## src/rtl/serial_sub.sv

```systemverilog
// serial_sub: bit-serial subtractor, Diff = A - B - Bin (unsigned, borrow out).
// One bit is processed per clock, LSB first, behind a start/busy/done handshake.
// The result is held stable until the next operation completes.
//
// Ports:
//   clk   - clock, rising edge
//   rst   - asynchronous active-high reset
//   start - request; accepted in IDLE or DONE
//   A, B  - minuend / subtrahend, latched on the accepting edge
//   Bin   - borrow in, latched on the accepting edge
//   Diff  - registered result (A - B - Bin) mod 2^WIDTH
//   Bout  - registered borrow out (1 iff A < B + Bin)
//   Ovf   - registered two's-complement overflow (only with SERIAL_SUB_OVF_EN)
//   busy  - high while bits are being processed
//   done  - one-cycle pulse when Diff/Bout are updated
//
// Optional feature macro: SERIAL_SUB_OVF_EN adds the Ovf output.
module serial_sub #(
  parameter int unsigned WIDTH = 4
) (
  input  logic             clk,
  input  logic             rst,
  input  logic             start,
  input  logic [WIDTH-1:0] A,
  input  logic [WIDTH-1:0] B,
  input  logic             Bin,
  output logic [WIDTH-1:0] Diff,
  output logic             Bout,
`ifdef SERIAL_SUB_OVF_EN
  output logic             Ovf,
`endif
  output logic             busy,
  output logic             done
);

  localparam int unsigned CntW = $clog2(WIDTH);
  localparam logic [CntW-1:0] LastCnt = CntW'(WIDTH - 1);

  typedef enum logic [1:0] {StIdle, StShift, StDone} state_e;

  state_e           state_q, state_d;
  logic [WIDTH-1:0] a_q, a_d;
  logic [WIDTH-1:0] b_q, b_d;
  logic [WIDTH-1:0] res_q, res_d;
  logic [WIDTH-1:0] diff_q, diff_d;
  logic [CntW-1:0]  cnt_q, cnt_d;
  logic             br_q, br_d;
  logic             bout_q, bout_d;
  logic             busy_q, busy_d;
  logic             done_q, done_d;
  logic             d_bit, br_next;
`ifdef SERIAL_SUB_OVF_EN
  logic             ovf_q, ovf_d;
`endif

  always_comb begin
    state_d = state_q;
    a_d     = a_q;
    b_d     = b_q;
    res_d   = res_q;
    diff_d  = diff_q;
    cnt_d   = cnt_q;
    br_d    = br_q;
    bout_d  = bout_q;
`ifdef SERIAL_SUB_OVF_EN
    ovf_d   = ovf_q;
`endif

    // Full-subtractor cell on the current LSBs.
    d_bit   = a_q[0] ^ b_q[0] ^ br_q;
    br_next = (~a_q[0] & b_q[0]) | (~(a_q[0] ^ b_q[0]) & br_q);

    unique case (state_q)
      StIdle, StDone: begin
        if (start) begin
          a_d     = A;
          b_d     = B;
          br_d    = Bin;
          res_d   = '0;
          cnt_d   = '0;
          state_d = StShift;
        end else begin
          state_d = StIdle;
        end
      end
      StShift: begin
        // start is deliberately ignored here.
        a_d   = a_q >> 1;
        b_d   = b_q >> 1;
        res_d = {d_bit, res_q[WIDTH-1:1]};
        br_d  = br_next;
        cnt_d = cnt_q + 1'b1;
        if (cnt_q == LastCnt) begin
          diff_d  = res_d;
          bout_d  = br_next;
`ifdef SERIAL_SUB_OVF_EN
          // Borrow into the MSB vs borrow out of the MSB.
          ovf_d   = br_q ^ br_next;
`endif
          state_d = StDone;
        end
      end
      default: state_d = StIdle;
    endcase

    busy_d = (state_d == StShift);
    done_d = (state_d == StDone);
  end

  always_ff @(posedge clk or posedge rst) begin
    if (rst) begin
      state_q <= StIdle;
      a_q     <= '0;
      b_q     <= '0;
      res_q   <= '0;
      diff_q  <= '0;
      cnt_q   <= '0;
      br_q    <= 1'b0;
      bout_q  <= 1'b0;
      busy_q  <= 1'b0;
      done_q  <= 1'b0;
`ifdef SERIAL_SUB_OVF_EN
      ovf_q   <= 1'b0;
`endif
    end else begin
      state_q <= state_d;
      a_q     <= a_d;
      b_q     <= b_d;
      res_q   <= res_d;
      diff_q  <= diff_d;
      cnt_q   <= cnt_d;
      br_q    <= br_d;
      bout_q  <= bout_d;
      busy_q  <= busy_d;
      done_q  <= done_d;
`ifdef SERIAL_SUB_OVF_EN
      ovf_q   <= ovf_d;
`endif
    end
  end

  assign Diff = diff_q;
  assign Bout = bout_q;
  assign busy = busy_q;
  assign done = done_q;
`ifdef SERIAL_SUB_OVF_EN
  assign Ovf  = ovf_q;
`endif

endmodule

```

## config.mk

```make
export PLATFORM = sky130hd
export DESIGN_NAME = serial_sub
export DESIGN_NICKNAME = d
export VERILOG_FILES = /design/src/rtl/serial_sub.sv
export SDC_FILE = /design/constraint.sdc
export NUM_CORES = 1
export LEC_CHECK = 0
export CORE_MARGIN = 5
export CORE_UTILIZATION = 40
export CTS_CLUSTER_SIZE = 14
export DETAILED_ROUTE_END_ITERATION = 10
export MAX_ROUTING_LAYER = met4
export PLACE_DENSITY = 0.67
export SYNTH_ARGS = -nofsm -noshare
export SYNTH_HDL_FRONTEND = slang
export SYNTH_SLANG_ARGS = --single-unit
export TNS_END_PERCENT = 20
```

## constraint.sdc

```tcl
create_clock -name clk -period 1.5 [get_ports clk]
set_input_delay 0.15 -clock clk [delete_from_list [all_inputs] [get_ports clk]]
set_output_delay 0.15 -clock clk [all_outputs]
set_load 0.1 [all_outputs]
```

# [After elaboration in Yosys (flattened, before gate mapping)]
# Cells that the tools add are included.
[totals] in_bits=12 word_cells=42 out_inout_bits=7 regBits=24
[op_classes] n_bitwise=7 eq_ne=6 mux=13 reduce_logical=5 n_addsub=1
[op_table] cell="$pmux 4 s2" n=3
[op_table] cell="$mux 4" n=3
[op_table] cell="$pmux 2 s2" n=2
[op_table] cell="$eq 2x2->1 const B" n=3
[op_table] cell="$eq 2x1->1 const B" n=2
[op_table] cell="$mux 2" n=2
[op_table] cell="$reduce_and 2->1" n=2
[op_table] cell="$add 2x1->2 const B" n=1
[op_table] cell="$and 1x1->1" n=2
[op_table] cell="$logic_not 2->1" n=1
[op_table] cell="$mux 1" n=2
[op_table] cell="$ne 2x2->1 const B" n=1
[op_table] cell="$not 1->1" n=2
[op_table] cell="$pmux 1 s2" n=1
[op_table] cell="$reduce_bool 2->1" n=1
[op_table] cell="$reduce_or 2->1" n=1
[op_table] cell="$xor 1x1->1" n=2
[op_table] cell="$or 1x1->1" n=1

# [Logic depth before layout (Yosys ltp)]
[logic_depth] depth_word=5 mapped_depth=6 depth_no_buf=5

# [Worst setup path before layout]
# OpenSTA, ideal clock, no wires.
[synth_path] kind="register -> register" startpoint="register cnt_q[0]" endpoint="register diff_q[0], in the netlist Diff[0]" t_required_ns=1.374 arrival_time_ns=1.146 stages_incl_launch_ff=4 setup_ns=0.126 path_slack_ns=0.229 period_less_slack_ns=1.271 path_cell_list="dfrtp_1 ha_1 nand3b_1 mux2_2"
[synth_between] elab_chain_len=2
[synth_rtl] element="start, declared" line_no="46" rtl="logic [CntW-1:0] cnt_q, cnt_d;"
[synth_rtl] element="start signal, assigned" line_no="131" rtl="cnt_q <= cnt_d;"
[synth_rtl] element="$eq 2x2->1" line_no="93" rtl="if (cnt_q == LastCnt) begin"
[synth_rtl] element="$reduce_and 2->1 (no line)"
[synth_rtl] element="end signal, assigned" line_no="130" rtl="diff_q <= diff_d;"
[synth_rtl] element="end, declared" line_no="45" rtl="logic [WIDTH-1:0] diff_q, diff_d;"
# No other way between the ends.
# A chain may end at the register's enable or synchronous reset.

# [Worst setup path after layout]
[layout_path] startpoint="register cnt_q[0]" endpoint="register diff_q[2], in the netlist Diff[2]"
# Same word-level chain as after synthesis.

==> metrics.yaml <==
outcome:
  outcome: "complete, no violations"
power_and_ir_drop:
  irDropWorstVdd_uv: 1280
  power.leakage_nw: 0.613
  power_density_nw_per_um2: 2470
global_routing:
  antenna_found_initial: 0
  track_usage_pct: 11.9
  grt_overflow: 0
  grt_max_degree: 24
  grt_pass1_vias: 710
  grt_pass1_wl_mm: 3.07
finish:
  area_delta_synth_final_pct: 30.0
  fin_nets: 122
  layout-drive-gt1-share_pct: 21.5
  diodes: 0
  final_common_cell: "dfrtp_1"
  fin_area_sq_um: 1310
  mostFrequentLayoutCells: "23 x dfrtp_1, 11 x clkdlybuf4s50_1, 9 x inv_1"
synthesis:
  synth_fp_nets: 100
  synth_cells: 86
  yosys_warnings: 0
  synth_area_per_cell_sq_um: 11.8
  syn_area_sq_um: 1010
  ys_seq_area_share_pct: 56.9
  synth-seq-cells: 23
  ys_types: 23
sta:
  tns_ps: 0
  hold_violations: 0
  slew_viol_final: 0
  setup_viol: 0
  min_period_over_period_pct: 95.0
  setup_ws_ps: 75.3
  period_needed_ps: 1420
  finClkSkew_ps: 6.62
  rsz0062_at_grt: "false"
  fmax_mhz: 702
  worst-slew-pin-transition_ps: 373
  max_slew_margin_pct: 75.1
placed_design:
  portBuffers: 18
  dp_slack_ps: 103
  routabilityCongestion: 0.751
  post-dp-hpwl_mm: 1.37
  postPlaceCellArea_sq_um: 1290
clocking:
  cts_buffer_depth: 2
  cts_resized: 0
  cts_tree: "done"
  cts_sinks: 23
  post_cts_buffers: 0
  hold_buffers: 0
  path_clk_slew_ps: 130
  htree_levels: 1
  numCtsBuffers: 3
  clkLatencyLatePin_ps: 310
  cts_root_buffer: "clkbuf_4"
die:
  rows: 18
  coreArea_sq_um: 2450
  dieArea_sq_um: 3630
  start_util_pct: 41.2
  ios: 19
  die_y_microns: 60.3
  die_w_microns: 60.3
setup_path:
  crit_arrival_ps: 1620
  worstPathMaxFanout: 8
  cp.required_ps: 1700
  worst_setup_path_start_kind: "flip-flop"
  crit_slowest_cell: "dfrtp_1"
  cp.buffers_inverters: 0
  critPathTopFamily: "flip-flops"
  max_stage_delay_ps: 420
  critical_path.cell_chain: "ha_1, nand3b_1, mux2_2"
  critPathKind: "reg -> reg"
  cp-end-kind: "flip-flop"
drt:
  routed_wl_mm: 1.84
  route.vias.total: 676
  drcViolationCount: 0
  viasPerCell: 4.93
  ant_nets: 0
  dr.pass1.iters: 4
  wl_per_cell_microns: 13.4
  first_iter_violations: 6
worst_hold_path:
  hold_class: "in -> async"
run:
  drv_cap: 0
path summary, 6_finish.rpt:
| path | endpoint | slack [ps] | cells after the start | startpoint |
|---|---|---|---|---|
| worst max-delay path | Diff[2]$_DFFE_PP0P_ | 80 | 3 | cnt_q[0]$_DFFE_PP0P_ |
| worst min-delay path | res_q[3]$_DFFE_PP0P_ | 160 | 3 | rst |
| worst max register to register | Diff[2]$_DFFE_PP0P_ | 80 | 3 | cnt_q[0]$_DFFE_PP0P_ |
| worst min register to register | res_q[1]$_DFFE_PP0P_ | 510 | 1 | res_q[1]$_DFFE_PP0P_ |
| max in group asynchronous | a_q[2]$_DFFE_PP0P_ | 1100 | 3 | rst |
| min in group clk | b_q[2]$_DFFE_PP0P_ | 420 | 3 | B[2] |
cells in the mapped netlist:
master,n,share of area (%)
fa_1,1,2.0
o21ai_0,6,3.0
a21oi_1,8,4.0
clkbuf_1,1,0.37
nand3_1,3,1.5
ha_1,1,1.2
mux2i_1,3,3.0
mux2_2,5,5.6
buf_6,3,3.3
nand2b_1,1,0.62
nand2_1,1,0.37
inv_1,9,3.3
nor2b_1,3,1.9
a211oi_1,2,1.5
buf_2,1,0.49
nand3b_1,1,0.74
dfrtp_1,23,57
nand2b_4,1,1.4
nor2_1,2,0.74
buf_4,1,0.74
and2_4,1,0.87
a22o_1,4,3.5
o22ai_1,5,3.1
cell type report:
class / count / area, sq um
Tap cell: 30 / 37.5
Clock inverter: 1 / 5.00
Clock buffer: 3 / 22.5
Multi-Input combinational cell: 48 / 352
Inverter: 9 / 33.8
Timing Repair Buffer: 23 / 288
Sequential cell: 23 / 576
Fill cell: 212 / 1140
routing by layer:
layer / track usage (%) / share of wire [%]
met1: 15.6 / 49
met2: 17.3 / 46
met3: 2.81 / 4.8
met4: 5.70 / 0.54
met5: - / 0
where the power goes:
group          internal, mW  switching [mW]
Clock                0.0994           0.179
Sequential            0.903           0.229
Combinational         0.774            1.07
Total                  1.78            1.47
per-stage QoR:
| stage | cells | hold WS [ps] | utilization, % | power (mW) |
|---|---|---|---|---|
| after floorplan | 86 | 152 | - | 2.44 |
| after global placement | 133 | 484 | 52.4 | 2.95 |
| after detailed placement | 133 | 487 | 52.4 | 3.01 |
| after CTS | 137 | 174 | 53.5 | 3.29 |
| after global routing | 137 | 190 | 53.5 | 3.45 |
| final | 137 | 164 | 53.5 | 3.25 |
registers in the layout, indices dropped and copies added (netlist names):
signal,cells
a_q,4
res_q,3
done,1
b_q,4
Bout,1
br_q,1
cnt_q,2
Diff,4
busy,1
state_q,2
cells by family (layout without fill, tap and decap cells):
kind of cell | Yosys count | count (layout) | synth area share [%]
AO/OA/AOI/OAI | 25 | 25 | 15.0
flip-flops | 23 | 23 | 56.9
buffers and inverters | 15 | 36 | 8.29
AND/OR/NAND/NOR | 13 | 13 | 8.04
multiplexers | 8 | 8 | 8.54
adder cells (fa/ha/maj) | 2 | 2 | 3.22
tightest hold or removal path: cells and delay by family:
| family | cells | cell delay (ps) |
|---|---|---|
| buffers and inverters | 3 | 730 |
No activity file was read; power rests on OpenSTA's default activity.
